==> src/rtl/jtopl_eg_pkg.sv <==
// Shared types and constants for the final envelope attenuation pipe:
// KSL table, shift derivations from the attenuation width, slot index type.
package jtopl_eg_pkg;

  typedef logic [4:0] slot_t;

  // Headroom bits above the attenuation word; any set bit means saturate
  localparam int SAT_BITS = 2;

  localparam logic [7:0] KSL_LUT [16] = '{
    8'd0,  8'd32, 8'd40, 8'd45, 8'd48, 8'd51, 8'd53, 8'd55,
    8'd56, 8'd58, 8'd59, 8'd60, 8'd61, 8'd62, 8'd63, 8'd64
  };

  function automatic int tl_shift(input int egw);
    return egw - 7;
  endfunction

  function automatic int ksl_shift(input int egw);
    return egw - 9;
  endfunction

  // Key-scale attenuation; ksl selects the depth as a right shift of 4x base
  function automatic logic [8:0] ksl_db_calc(input logic [3:0] fnum,
                                             input logic [2:0] block,
                                             input logic [1:0] ksl);
    int base;
    base = int'(KSL_LUT[fnum]) - ((8 - int'(block)) << 3);
    if (base < 0 || ksl == 2'd0) return 9'd0;
    return 9'((base << 2) >> (~ksl));
  endfunction

endpackage

==> src/rtl/jtopl_eg_tlramp.sv <==
// Per-slot effective TL memory: snaps on first visit or tl_snap, then
// slews one step per visit toward the programmed TL.
module jtopl_eg_tlramp
  import jtopl_eg_pkg::*;
#(
  parameter int SLOTS = 18
) (
  input  logic       clk,
  input  logic       rst,
  input  logic       cen,
  input  slot_t      slot,
  input  logic [5:0] tl,
  input  logic       tl_snap,
  output logic [5:0] tl_eff
);

  logic [5:0]       tl_mem [SLOTS];
  logic [SLOTS-1:0] init;
  logic [5:0]       cur;

  assign cur = tl_mem[slot];

  always_comb begin
    tl_eff = cur;
    if (!init[slot] || tl_snap) tl_eff = tl;
    else if (cur < tl)          tl_eff = cur + 6'd1;
    else if (cur > tl)          tl_eff = cur - 6'd1;
  end

  // Memory contents are meaningless until the matching init bit is set
  always_ff @(posedge clk) begin
    if (cen) tl_mem[slot] <= tl_eff;
  end

  always_ff @(posedge clk or posedge rst) begin
    if (rst)      init       <= '0;
    else if (cen) init[slot] <= 1'b1;
  end

endmodule

==> src/rtl/jtopl_eg_final_pipe.sv <==
// Three-stage slot-multiplexed final EG attenuation: TL + KSL + AM + EG, saturated.
// Optional TL ramping per slot is enabled by defining JTOPL_TL_RAMP_EN.
module jtopl_eg_final_pipe
  import jtopl_eg_pkg::*;
#(
  parameter int SLOTS = 18,
  parameter int EGW   = 10
) (
  input  logic           clk,
  input  logic           rst,
  input  logic           cen,
  input  logic           zero,
  input  logic [3:0]     lfo_mod,
  input  logic [3:0]     fnum,
  input  logic [2:0]     block,
  input  logic           amsen,
  input  logic           ams,
  input  logic [5:0]     tl,
  input  logic [1:0]     ksl,
  input  logic           tl_snap,
  input  logic [EGW-1:0] eg_pure_in,
  output logic [EGW-1:0] eg_limited,
  output logic [4:0]     slot_out,
  output logic           zero_out,
  output logic           valid_out
);

  localparam int TL_SHIFT  = tl_shift(EGW);
  localparam int KSL_SHIFT = ksl_shift(EGW);
  localparam int SW        = EGW + SAT_BITS;

  // Handshake: every cen strobe accepts one input sample (no backpressure);
  // valid_out rises with the first sample leaving S3 and stays high until rst.

  slot_t slot_cnt, slot_cur;
  assign slot_cur = zero ? '0 : slot_cnt;

  always_ff @(posedge clk or posedge rst) begin
    if (rst)      slot_cnt <= '0;
    else if (cen) slot_cnt <= (slot_cur == slot_t'(SLOTS - 1)) ? '0 : slot_cur + 5'd1;
  end

  logic [5:0] tl_eff;
`ifdef JTOPL_TL_RAMP_EN
  jtopl_eg_tlramp #(.SLOTS(SLOTS)) u_tlramp (
    .clk     (clk),
    .rst     (rst),
    .cen     (cen),
    .slot    (slot_cur),
    .tl      (tl),
    .tl_snap (tl_snap),
    .tl_eff  (tl_eff)
  );
`else
  logic unused_tl_snap;
  assign unused_tl_snap = tl_snap;
  assign tl_eff         = tl;
`endif

  logic [5:0] am_d;
  always_comb begin
    am_d = 6'd0;
    if (amsen) am_d = ams ? {lfo_mod, 2'b00} : {2'b00, lfo_mod};
  end

  // S1: operand resolution
  logic           s1_valid;
  slot_t          s1_slot;
  logic [8:0]     s1_ksl;
  logic [5:0]     s1_am;
  logic [5:0]     s1_tl;
  logic [EGW-1:0] s1_eg;

  always_ff @(posedge clk or posedge rst) begin
    if (rst) begin
      s1_valid <= 1'b0;
      s1_slot  <= '0;
      s1_ksl   <= '0;
      s1_am    <= '0;
      s1_tl    <= '0;
      s1_eg    <= '0;
    end else if (cen) begin
      s1_valid <= 1'b1;
      s1_slot  <= slot_cur;
      s1_ksl   <= ksl_db_calc(fnum, block, ksl);
      s1_am    <= am_d;
      s1_tl    <= tl_eff;
      s1_eg    <= eg_pure_in;
    end
  end

  // S2: widened sum, cannot overflow SW bits at the operand maxima
  logic          s2_valid;
  slot_t         s2_slot;
  logic [SW-1:0] s2_sum;

  always_ff @(posedge clk or posedge rst) begin
    if (rst) begin
      s2_valid <= 1'b0;
      s2_slot  <= '0;
      s2_sum   <= '0;
    end else if (cen) begin
      s2_valid <= s1_valid;
      s2_slot  <= s1_slot;
      s2_sum   <= (SW'(s1_tl) << TL_SHIFT) + (SW'(s1_ksl) << KSL_SHIFT)
                + SW'(s1_eg) + SW'(s1_am);
    end
  end

  // S3: saturation
  always_ff @(posedge clk or posedge rst) begin
    if (rst) begin
      eg_limited <= '1;
      slot_out   <= '0;
      zero_out   <= 1'b0;
      valid_out  <= 1'b0;
    end else if (cen && s2_valid) begin
      eg_limited <= (|s2_sum[SW-1:EGW]) ? '1 : s2_sum[EGW-1:0];
      slot_out   <= s2_slot;
      zero_out   <= (s2_slot == '0);
      valid_out  <= 1'b1;
    end
  end

endmodule

==> config.mk <==
export PLATFORM = sky130hd
export DESIGN_NAME = jtopl_eg_final_pipe
export DESIGN_NICKNAME = d
export VERILOG_FILES = /design/src/rtl/jtopl_eg_pkg.sv /design/src/rtl/jtopl_eg_tlramp.sv /design/src/rtl/jtopl_eg_final_pipe.sv
export SDC_FILE = /design/constraint.sdc
export NUM_CORES = 1
export LEC_CHECK = 0
export BUFFER_PORTS_ARGS = -buffer_cell sky130_fd_sc_hd__buf_2
export CORE_UTILIZATION = 63
export DETAILED_ROUTE_END_ITERATION = 10
export GPL_TIMING_DRIVEN = 0
export MAX_ROUTING_LAYER = met4
export PLACE_DENSITY = 0.88
export SETUP_SLACK_MARGIN = 0.02
export SLEW_MARGIN = 10
export SYNTH_ARGS = -nofsm -noshare
export SYNTH_HDL_FRONTEND = slang
export SYNTH_HIERARCHICAL = 1
export SYNTH_SLANG_ARGS = --single-unit
export TNS_END_PERCENT = 20
==> constraint.sdc <==
create_clock -name clk -period 6.1 [get_ports clk]
set_clock_uncertainty 0.2 [all_clocks]
set_input_delay 0.305 -clock clk [delete_from_list [all_inputs] [get_ports clk]]
set_output_delay 0.305 -clock clk [all_outputs]
set_load 0.01 [all_outputs]
# --- Word-level counts from Yosys, hierarchy flattened ---
# Memories as Yosys holds them, arrays and structs flattened.
# Index checks and enable logic that the tools add are counted.
# Widths: inputs -> output; s select.
totals:
  ff_bits: 77
  mem_bits_ro: 128
  in_bits: 36
  out_inout_bits: 17
  elab_cells: 43
  mem_count: 1
mem_list:
  columns: ["memory", "depth", "width", "rd", "rd_ports_with_merged_regs", "write_ports", "line_no", "source"]
  rows:
  - ["(name not given)", 16, 8, 1, 0, 0, "jtopl_eg_pkg.sv:28", "base = int'(KSL_LUT[fnum]) - ((8 - int'(block)) << 3);"]
classes:
  n_addsub: 6
  n_lt_le_gt_ge: 2
  n_eq_ne: 1
  shift: 1
  n_mux: 11
  bitwise_logic: 2
  reduce_logical: 5
ops:
  columns: ["op", "n"]
  rows:
  - ["$shr 32x2->9", 1]
  - ["$mux 9", 2]
  - ["$mux 8", 2]
  - ["$add 11x10->12", 1]
  - ["$add 12x6->12", 1]
  - ["$mux 6", 2]
  - ["$add 9x10->11", 1]
  - ["$lt 10x1->1 const B", 1]
  - ["$mux 10", 1]
  - ["$mux 5", 2]
  - ["$sub 9x8->10", 1]
  - ["$add 5x1->5 const B", 1]
  - ["$eq 5x5->1 const B", 1]
  - ["$ge 5x5->1 const B", 1]
  - ["$logic_not 5->1", 1]
  - ["$not 4->5", 1]
  - ["$sub 4x3->5 const A", 1]
  - ["$logic_not 2->1", 1]
  - ["$mux 1", 2]
  - ["$not 2->2", 1]
  - ["$reduce_or 2->1", 1]
  - ["$logic_and 1x1->1", 1]
  - ["$logic_or 1x1->1", 1]

# --- Depth between registers and ports, before layout ---
# Gate-level depths: netlist of run 1.
logic_depth:
  depth_word: 10
  ltp_mapped: 12
  mapped_depth_nobuf: 12

# --- Least setup slack after synthesis of run 1 ---
# Ideal clock, no wire load.
synth_path:
  kind: "flip-flop to flip-flop"
  startpoint: "register s1_ksl[2]"
  endpoint: "register s2_sum[8]"
  setup_time_ns: 0.095
  arrival_ns: 2.652
  t_required_ns: 5.805
  slack_ns: 3.153
  stages_incl_launch_ff: 12
  n_path_buf: 0
  synth_period_minus_slack_ns: 2.947
  cell_sequence: "dfrtp_1 -> inv_1 -> fa_1 -> inv_1 -> fa_1 -> inv_1 -> fa_1 -> nor2b_1 -> o31a_1 -> o21ai_2 -> nor3b_1 -> o31ai_1"
synth_via:
  elab_chain_cells: 3
synth_rtl:
  columns: ["element", "line_no", "source"]
  rows:
  - ["start: declaration", "jtopl_eg_final_pipe.sv:69", "logic [8:0] s1_ksl;"]
  - ["start signal: assignment", "jtopl_eg_final_pipe.sv:85", "s1_ksl <= ksl_db_calc(fnum, block, ksl);"]
  - ["$add 9x10->11", "jtopl_eg_final_pipe.sv:105", "s2_sum <= (SW'(s1_tl) << TL_SHIFT) + (SW'(s1_ksl) << KSL_SHIFT)"]
  - ["$add 11x10->12", "jtopl_eg_final_pipe.sv:106", "+ SW'(s1_eg) + SW'(s1_am);"]
  - ["$add 12x6->12", "jtopl_eg_final_pipe.sv:106", null]
  - ["end signal: assignment", "jtopl_eg_final_pipe.sv:105", null]
  - ["end: declaration", "jtopl_eg_final_pipe.sv:95", "logic [SW-1:0] s2_sum;"]
# No other way between the ends.
# A chain may end at the register's enable or synchronous reset.

# --- Worst setup path after layout of run 1 ---
# Same ends and word-level chain as after synthesis.

==> metrics.md, run 1 <==
| Metric | Value |
|---|---|
| CTS max path bufs | 2 |
| Slew Limit Fails | 0 |
| Clock sink count | 77 |
| Die area | 7152 um2 |
| Worst R2R Setup Slack | 2.90 ns |
| Worst-Skew Late Latency | roughly 0.36 ns |
| Synth top area share | 0.3903 |
| Post-synthesis sequential area ratio | 0.4515 |
| Most frequent cells in the layout | 67 x dfrtp_1, 56 x buf_2, 53 x nand2_1 |
| Unrepaired setup endpoints after global routing | false |
| Start of the worst register-to-register path | s1_ksl[2] |
| Fin nets | around 570 |
| Initial core utilization | 0.6651 |
| Min-delay worst type | in2reg |
| Iteration-0 DRC Markers | 291 |
| Hold path startpoint | lfo_mod[0] |
| Average routed wire per standard cell | 15.20 um |
| CP required | 6.17 ns |
| CTS tree | yes |
| Synth warn | 6 |
| Synth Register Bits | 77 |
| FP Rows | 29 |
| Final estimated routing congestion in global placement | 0.8474 |
| Outcome | finished with violations |
| Max-Cap Viols | 0 |
| Most common cell after layout, fill and taps aside | dfrtp_1 |
| Remaining DRCs | 6 |
| Crit. End Element | register |
| 1st-pass router iterations | 7 |
| Post-detail-place hpwl | ~6.4 mm |
| Worst-Margin Slew | approximately 0.55 ns |
| Final Setup Violations | 0 |
| Worst Setup SP | s1_ksl[2] |
| Horiz. Die Dim | 84.57 um |
| Largest net degree at the start of global routing | 48 |
| P_leak | between 2 and 2.5 nW |
| Hold-fix buffers, CTS | 16 |
| Layout cells sized above 1 | 0.2298 |
| Clk pin slew, worst setup/hold paths | about 0.080 ns |
| Vias in the first global route | 3387 |
| Initial antenna violation count | 0 |
| Synth Net Count | 489 |
| Sum Neg Setup Slack | 0 ns |
| Total GRT Usage | 0.2797 |
| Congestion Overflow GR | 0 |
| Peak VDD IR | roughly 0.00017 V |
| Die Y-Extent | 84.57 um |
| EDFF count, synth | 0 |
| Met2 GRT Util | 0.4649 |
| GRT met3 Usage | 0.04228 |
| Via Count | 3265 |
| First-pass GRT wire length | 15.11 mm |
| Power, Total | 0.001583 W |
| M1 GR Usage | 0.3378 |
| Inst Count DP | 541 |
| IO Count | 53 |
| Syn_area_per_cell | 10.43 um2 |
| # Post-CTS Setup Buffers | 0 |
| Place WS | ~2.9 ns |
| Mapped cell area | 4295 um2 |
| Ys async rst share | 1.000 |
| Root Driver | clkbuf_8 |
| H-tree Lvls | 3 |
| Area grow syn2layout | 17.10% |
| Diodes inserted | 0 |
| Critical path arrival | about 3.3 ns |
| Primary FF master, synth | dfrtp_1 |
| Crit Path Max Fanout | 4 |
| Critical path class | reg2reg |
| Finished Core Util | 0.7788 |
| IO buf count | 51 |
| Finished Layout Cells | 573 |
| Power Density | 314.7 nW/um2 |
| Gr busiest metal | met2 |
| Post-layout worst setup margin | 2.897 ns |
| Post-Route WL | 8.711 mm |
| Cell count after synthesis | between 400 and 500 |
| Min Clock Period, post-route | 3.203 ns |
| Post-CTS resize count | 0 |
| Headroom to the max-slew limit | 0.6360 |
| Yosys cell types | 57 |
| Synth top area cells | dfrtp_1 39%, ha_1 7.9%, fa_1 6.5% |
| Vias/cell | approximately 5.7 |
| CP startpoint kind | register |
| Cts bufs inserted | 9 |
| Final period utilization | 0.5251 |
| CORE AREA | 6459 um2 |
| Post-synth top area cell | dfrtp_1 |
| ANT nets after route | 0 |
| Final hold vios | 0 |
| F_max | 312.2 MHz |
| Failing checks | DRC |
## power breakdown
part           leakage [nW]  switching [W]  internal [W]  total, W
combinational          1.37       0.000280      0.000239  0.000519
clock                0.0992       0.000178      0.000197  0.000376
sequential            0.946      0.0000599      0.000628  0.000688
total                  2.42       0.000519       0.00106   0.00158
## sequential cells by signal (all words and copies together) (netlist names)
register / count
slot_out: 5
slot_cnt: 5
eg_limited: 10
s1_eg: 10
s2_valid: 1
s2_sum: 12
s1_ksl: 9
valid_out: 1
s1_slot: 5
zero_out: 1
s2_slot: 5
s1_tl: 6
s1_valid: 1
s1_am: 6
## cell families after synthesis
family / synth area share
AO/OA/AOI/OAI: 0.1526
XOR/XNOR: 0.01020
adder cells (fa/ha/maj): 0.1439
buffers and inverters: 0.06175
flip-flops: 0.4515
multiplexers: 0.06700
AND/OR/NAND/NOR: 0.1130
## synthesized netlist by cell type, types with 3 or more instances
library cell / number
o31ai_1: 4
buf_2: 5
mux2_2: 20
o21a_1: 3
o22ai_1: 4
nand2_1: 53
a21o_1: 4
nor2_1: 14
nand3_1: 4
ha_1: 27
o21ai_0: 23
dfrtp_1: 67
o2bb2ai_1: 6
dfstp_2: 10
o211ai_1: 4
xnor2_1: 3
mux2i_1: 4
a21oi_1: 6
nand4_1: 3
nor2b_1: 3
nor3b_1: 3
clkbuf_1: 8
a211oi_1: 5
nand2b_1: 5
or3_1: 5
o21ai_1: 8
fa_1: 14
o22a_1: 10
inv_1: 53
## worst max-delay path, cell delays in order (launching register included)
cell and delay (ns):
dfrtp_1 0.36, inv_1 0.07, fa_1 0.53, inv_1 0.06, fa_1 0.54, inv_1 0.07, fa_1 0.45, nor2b_1 0.20
o31a_1 0.19, o21ai_2 0.09, nor3b_1 0.15, o31ai_1 0.21
## worst paths after layout
path | cells past startpoint | to
max | 11 | s2_sum[8]
min | 3 | s1_am[0]
max reg2reg | 11 | s2_sum[8]
min reg2reg | 1 | valid_out
max in group asynchronous | 4 | eg_limited[9]
min in group asynchronous | 3 | s1_eg[3]
## layout make-up
| type | instances | area (um2) |
|---|---|---|
| Buffer | 14 | 62.56 |
| Clock buffer | 11 | 141.4 |
| Clock inverter | 4 | 48.80 |
| Fill cell | 398 | 1429 |
| Inverter | 54 | 205.2 |
| Multi-Input combinational cell | 267 | 2091 |
| Sequential cell | 77 | 1939 |
| Tap cell | 77 | 96.34 |
| Timing Repair Buffer | 69 | 445.4 |
## metrics by stage
stage	hold WS, ns	cell area, um2
after floorplan	0.1975	4295
after global placement	0.2442	4647
after detailed placement	0.1240	4669
after CTS	0.004155	5020
after global routing	0.02629	5030
final	0.005050	5030
## per-layer routing
layer  part of all wire  routed length, um
met2               0.50               4342
met3              0.042                366
met5                  0                  0
met4              0.028                248
met1               0.43               3754
Power figures use the tool's default switching activity.
==> run 2, diff against run 1 <==
- ABC_AREA: not set -> 1
- CORE_UTILIZATION: 63 -> 58
- PLACE_DENSITY: 0.88 -> 0.82
- clock period: 6.1 -> 3.35 ns (I/O delays scaled with it)
==> run 2 against run 1 <==
Effect of this change: the run now ends clean; routed wire length increased by 14%; cell area increased by 4.3%; non-clock buffer count increased by 12; register-to-register slack got worse by 2.5 ns; hold slack improved by 0.099 ns; core utilization decreased by 5.2 points; synthesized area increased by 0.70%; sequential share of layout area decreased by 1.6 points; setup slack got worse by 2.5 ns; fmax increased by 8.5%; critical path type unchanged; critical endpoint unchanged; largest cell class unchanged; largest power group unchanged; highest routed layer unchanged.
==> metrics.md, run 2 <==
| Metric | Value |
|---|---|
| Power Density | 550.0 nW/um2 |
| H-tree Lvls | 3 |
| Most frequent cells in the layout | 170 x nand2_1, 81 x inv_1, 67 x dfrtp_1 |
| Worst Setup SP | s1_ksl[2] |
| Min-delay worst type | in2reg |
| Final Setup Violations | 0 |
| Yosys cell types | 30 |
| Horiz. Die Dim | 88.36 um |
| Congestion Overflow GR | 0 |
| Via Count | between 3000 and 4000 |
| Largest net degree at the start of global routing | just under 50 |
| Post-Synth Adder-Cell Area | 0.1429 |
| Min Clock Period, post-route | around 3.0 ns |
| Peak VDD IR | around 0.00029 V |
| Crit Path Max Fanout | 3 |
| P_leak | 2.801 nW |
| Xor and xnor area share after synthesis | 0.01215 |
| Post-Route WL | 9.926 mm |
| Clock sink count | 77 |
| Critical path arrival | 2.99 ns |
| FP Rows | 31 |
| Final hold vios | 0 |
| 1st-pass router iterations | 5 |
| Inst Count DP | between 600 and 700 |
| Initial core utilization | 0.5995 |
| CTS max path bufs | 2 |
| CP required | 3.39 ns |
| Synth Register Bits | 77 |
| Primary FF master, synth | dfrtp_1 |
| Biggest regs | s2_sum x12, eg_limited x10, s1_eg x10 |
| Average routed wire per standard cell | 13.79 um |
| Die Y-Extent | 88.36 um |
| Synth warn | 6 |
| Root Driver | clkbuf_8 |
| Total GRT Usage | 0.2968 |
| Multiplexer share of the synthesized area | 0.002314 |
| Fin nets | a little under 700 |
| Synth Net Count | 602 |
| R2r endpoint | s2_sum[8] |
| CTS tree | yes |
| Initial antenna violation count | 0 |
| CORE AREA | 7214 um2 |
| Top layer reached by signal wires | met4 |
| Worst R2R Setup Slack | 0.40 ns |
| Final period utilization | 0.8810 |
| Die area | 7807 um2 |
| Final estimated routing congestion in global placement | 0.9090 |
| Cts bufs inserted | 9 |
| Largest family of logic cells by synthesized area | simple AND/OR/NAND/NOR gates |
| Max-Cap Viols | 0 |
| Synth top area share | 0.3876 |
| Slew Limit Fails | 0 |
| Simple-Gate Fraction of Synth Area | 0.2141 |
| Met2 WL | 4.965 mm |
| Post-CTS resize count | 0 |
| # Post-CTS Setup Buffers | 0 |
| First-pass GRT wire length | between 15 and 20 mm |
| Count leader, synth | nand2_1 |
| Fillers | about 560 |
| Max reg flops | 12 |
| Post-detail-place hpwl | 6.965 mm |
| Most flops, register | s2_sum |
| Met3 WL | about 420 um |
| ANT nets after route | 0 |
| Crit. End Element | register |
| Unrepaired setup endpoints after global routing | false |
| Iteration-0 DRC Markers | between 200 and 250 |
| IO Count | 53 |
| Clk pin slew, worst setup/hold paths | roughly 0.08 ns |
| IO buf count | 50 |
| Top cells by count, synth | 170 x nand2_1, 82 x inv_1, 67 x dfrtp_1 |
| Remaining DRCs | 0 |
| Headroom to the max-slew limit | 0.5883 |
| Worst-Margin Slew | 0.6176 ns |
| Vias in the first global route | 3671 |
| Sum Neg Setup Slack | 0 ns |
| WL met1 | 4.272 mm |
| Multi-input logic area | between 1500 and 2000 um2 |
| Critical path class | reg2reg |
| Layout cells sized above 1 | 0.1514 |
| Post-synthesis sequential area ratio | 0.4484 |
| FF+latch area | 1939 um2 |
| Post-synthesis compound-gate area fraction | 0.09083 |
| Vias/cell | a little over 5 |
| Worst-Skew Late Latency | 0.35 ns |
| CP Capture Point | s2_sum[8] |
| Syn_area_per_cell | 8.239 um2 |
| Diodes inserted | 0 |
| Outcome | complete, no violations |
| Start of the worst register-to-register path | s1_ksl[2] |
| Worst R2R Path Depth | 14 |
| Mapped cell area | 4325 um2 |
| Ys async rst share | 1.000 |
| Post-synth top area cell | dfrtp_1 |
| Finished Layout Cells | between 700 and 800 |
| CP startpoint kind | register |
| EDFF count, synth | 0 |
| Area grow syn2layout | 21.23% |
| Synth top area cells | dfrtp_1 39%, nand2_1 15%, ha_1 7.8% |
| Most common cell after layout, fill and taps aside | nand2_1 |
| Cell count after synthesis | 525 |
| F_max | 338.8 MHz |
==> run 2: cell types whose count changed in the layout (fill, tap and decap cells not counted), moves of 5 or more <==
cell           before  now
nand2_1            53  170
inv_1              52   81
o21ai_0            23   50
nand3_1             4   28
mux2_2             20    0
dlygate4sd3_1      17   29
o22a_1             10    0
a21oi_1             6   14
o21ai_1             8    2
o2bb2ai_1           6    0
nand2b_1            5    0
or3_1               5    0
==> run 2: stage by stage <==
step	total power, W	setup slack, ns	instance area [um2]	utilization	hold slack [ns]
global route	0.003108	0.2517	5244	0.7268	0.1186
floorplan	0.001833	0.6128	4325	-	0.06680
global placement	0.002027	0.2926	4700	0.6514	0.1741
finish	0.002884	0.3986	5244	0.7268	0.1043
CTS	0.002890	0.3933	5244	0.7268	0.08772
detailed placement	0.002088	0.3959	4730	0.6556	-0.01823
==> run 2: report_power, final <==
group	total (W)	internal, W	switching [W]	leakage, nW
clock network	0.000775	0.000421	0.000354	0.102
registers	0.00119	0.00111	0.0000806	0.952
logic	0.000916	0.000368	0.000548	1.75
==> run 2: worst min-delay path by stage <==
stage                       start     endpoint  depth (start not counted)
floorplan                     ams     s1_am[0]                          1
global placement    eg_pure_in[5]     s1_eg[5]                          3
detailed placement            rst  slot_out[2]                          2
CTS                           cen     s1_am[1]                          3
global route                  cen    s1_ksl[1]                          5
finish                        cen     s1_am[1]                          3
==> run 2: layout make-up <==
class                   instances  share of cell area
plain buffers                  15             0.01288
clock buffers                   9             0.02362
clock inverters                 7             0.01909
inverters                      85             0.06132
multi-input cells             348              0.3813
flip-flops and latches         77              0.3698
well taps                      99             0.02362
repair buffers                 80              0.1083
==> run 2: cells by family after synthesis <==
| logic type | after synthesis |
|---|---|
| and+or+nand+nor | 225 |
| buffers and inverters | 100 |
| DFF | 77 |
| AOI/OAI and AO/OA | 75 |
| adders and majority gates | 41 |
| xor gates and xnor gates | 6 |
| muxes | 1 |
==> run 2: repair_timing <==
| action | CTS | global route |
|---|---|---|
| hold buffers | 29 | 0 |
| hold endpoints to repair | 108 | 0 |
| endpoints found under the setup margin | 0 | 0 |
==> run 2: critical path, stage by stage (launching register included) <==
cell and delay [ns]:
dfrtp_1 0.36, inv_1 0.07, fa_1 0.53, inv_1 0.05
fa_1 0.52, inv_1 0.06, fa_1 0.40, inv_1 0.10
nand3_1 0.08, nand2_1 0.13, nand2_1 0.08, nand2_1 0.06
nand2_1 0.06, nand3_1 0.08, nand2_1 0.05
==> run 2: layer usage <==
metal,up-vias,GRT usage
li1,1828,-
met1,1740,0.3605
met2,117,0.4846
met3,29,0.06530
met4,0,0.1144
met5,-,-
==> run 3, diff against run 2 <==
- PLACE_DENSITY: 0.82 -> 0.81
==> run 3 against run 2 <==
Effect of this change: clock-buffer cell count up 1; sequential power about the same; via count down 0.81%; clock power down 2%; flip-flop and latch count unchanged; register-to-register slack better by 0.04 ns; hold slack worse by 0.064 ns; total power down 0.86%; final cell count unchanged; first-iteration DRC count up 25%; die area unchanged; critical path type unchanged; fmax up 1.5%.
==> metrics.md, run 3 (synthesized netlist as in run 2, its figures left out) <==
| Metric | Value |
|---|---|
| Switch Pwr | 0.0009620 W |
| Worst-Skew Late Latency | 0.36 ns |
| Sum Neg Setup Slack | 0 ns |
| Via Count | between 3000 and 4000 |
| Initial core utilization | 0.5995 |
| Min Clock Period, post-route | 2.907 ns |
| Total GRT Usage | 0.2843 |
| Headroom to the max-slew limit | 0.5854 |
| Post-Route WL | 9.769 mm |
| Initial antenna violation count | 0 |
| Slew Limit Fails | 0 |
| Place WS | 0.4653 ns |
| Critical path class | reg2reg |
| Iteration-0 DRC Markers | roughly 250 |
| 1st-pass router iterations | 5 |
| Cell-internal power | 0.001897 W |
| Vias/cell | 5.117 |
| Cts bufs inserted | 9 |
| CTS tree | yes |
| Layout cells sized above 1 | 0.1498 |
| Final estimated routing congestion in global placement | 0.8706 |
| Worst-Margin Slew | 0.6218 ns |
| Biggest regs | s2_sum x12, eg_limited x10, s1_eg x10 |
| Most common cell after layout, fill and taps aside | nand2_1 |
| Root Driver | clkbuf_8 |
| Final hold vios | 0 |
| CTS max path bufs | 2 |
| Horiz. Die Dim | roughly 90 um |
| Largest net degree at the start of global routing | 67 |
| # Post-CTS Setup Buffers | 0 |
| Fillers | 556 |
| Area grow syn2layout | 21.03% |
| Most flops, register | s2_sum |
| Crit Path Max Fanout | 3 |
| Outcome | complete, no violations |
| Vias in the first global route | 3510 |
| H-tree Lvls | 3 |
| Post-detail-place hpwl | approximately 6.6 mm |
| Crit. End Element | register |
| Average routed wire per standard cell | 13.57 um |
| Sequential share of power | 0.417 |
| Remaining DRCs | 0 |
| IO Count | 53 |
| Congestion Overflow GR | 0 |
| CP required | 3.39 ns |
| IO buf count | 50 |
| CORE AREA | 7214 um2 |
| CP startpoint kind | register |
| Final period utilization | 0.8679 |
| Switching Share | 0.3364 |
| Peak VDD IR | roughly 0.00037 V |
| Clock sink count | 77 |
| FP Rows | 31 |
| First-pass GRT wire length | 16.06 mm |
| Clock network power share | 0.265 |
| Power Density | 546.2 nW/um2 |
| Diodes inserted | 0 |
| Unrepaired setup endpoints after global routing | false |
| Max-Cap Viols | 0 |
| Critical path arrival | 2.95 ns |
| Finished Layout Cells | 720 |
| Die area | 7807 um2 |
| Die Y-Extent | 88.36 um |
| Inst Count DP | 675 |
| Min-delay worst type | in2reg |
| ANT nets after route | 0 |
| Post-layout worst setup margin | 0.4426 ns |
| Fin nets | 693 |
| Clk pin slew, worst setup/hold paths | 0.08 ns |
| Combinational power share | 0.318 |
| Finished Core Util | 0.7256 |
| Hold slack | around 0.04 ns |
| Most frequent cells in the layout | 170 x nand2_1, 81 x inv_1, 67 x dfrtp_1 |
| Final Setup Violations | 0 |
| F_max | 344.0 MHz |
| Max reg flops | 12 |
| P_leak | 2.797 nW |
## run 3: changes by cell type in the layout (fill, tap and decap cells not counted)
| cell | previous run | this run |
|---|---|---|
| clkbuf_1 | 8 | 9 |
| clkinv_2 | 0 | 1 |
| clkinv_4 | 2 | 0 |
## run 3: metrics by stage
step / power, W / area (um2)
final: 0.002859 / 5235
after global routing: 0.003068 / 5235
after CTS: 0.002852 / 5235
after detailed placement: 0.002068 / 4730
after global placement: 0.002027 / 4700
after floorplan: 0.001833 / 4325
## run 3: final cells by class
cell class                 count  area (um2)  area share
buffer                        15       67.56     0.01291
clock buffer                  10       127.6     0.02438
clock inverter                 6       87.58     0.01673
inverter                      85       321.6     0.06142
multi-input combinational    348        1999      0.3819
sequential                    77        1939      0.3705
tap                           99       123.9     0.02366
timing repair buffer          80       568.0      0.1085
## run 3: timing repair
action | CTS | global route
resized for setup | 0 | 0
hold buffers | 29 | 0
hold endpoints to repair | 107 | 0
## run 3: path summary, 6_finish.rpt
check | startpoint | cells past startpoint | slack, ns | end
max | s1_ksl[2] | 14 | 0.44 | s2_sum[8]
min | amsen | 3 | 0.04 | s1_am[4]
max reg2reg | s1_ksl[2] | 14 | 0.44 | s2_sum[8]
min reg2reg | s1_valid | 2 | 0.25 | s1_valid
max in group asynchronous | rst | 4 | 2.36 | s1_ksl[5]
min in group asynchronous | rst | 3 | 0.05 | valid_out
## run 3: routing by layer
layer / share of wire / global-route usage
met5: 0 / -
met2: 0.51 / 0.4769
met1: 0.42 / 0.3467
met4: 0.019 / 0.08944
met3: 0.051 / 0.05690
## run 3: power by group through the flow
stage	registers, W	clock network, W	logic (W)
floorplan	0.00122	0	0.000616
global placement	0.00120	0	0.000828
detailed placement	0.00121	0	0.000860
CTS	0.00119	0.000763	0.000898
global route	0.00121	0.000805	0.00105
finish	0.00119	0.000758	0.000909
## run 3: critical path: stages, from the launching register on
cell	delay (ns)
dfrtp_1	0.35
inv_1	0.07
fa_1	0.53
inv_1	0.05
fa_1	0.52
inv_1	0.06
fa_1	0.40
inv_1	0.09
nand3_1	0.07
nand2_1	0.13
nand2_1	0.09
nand2_1	0.07
nand2_1	0.04
nand3_1	0.06
nand2_1	0.06
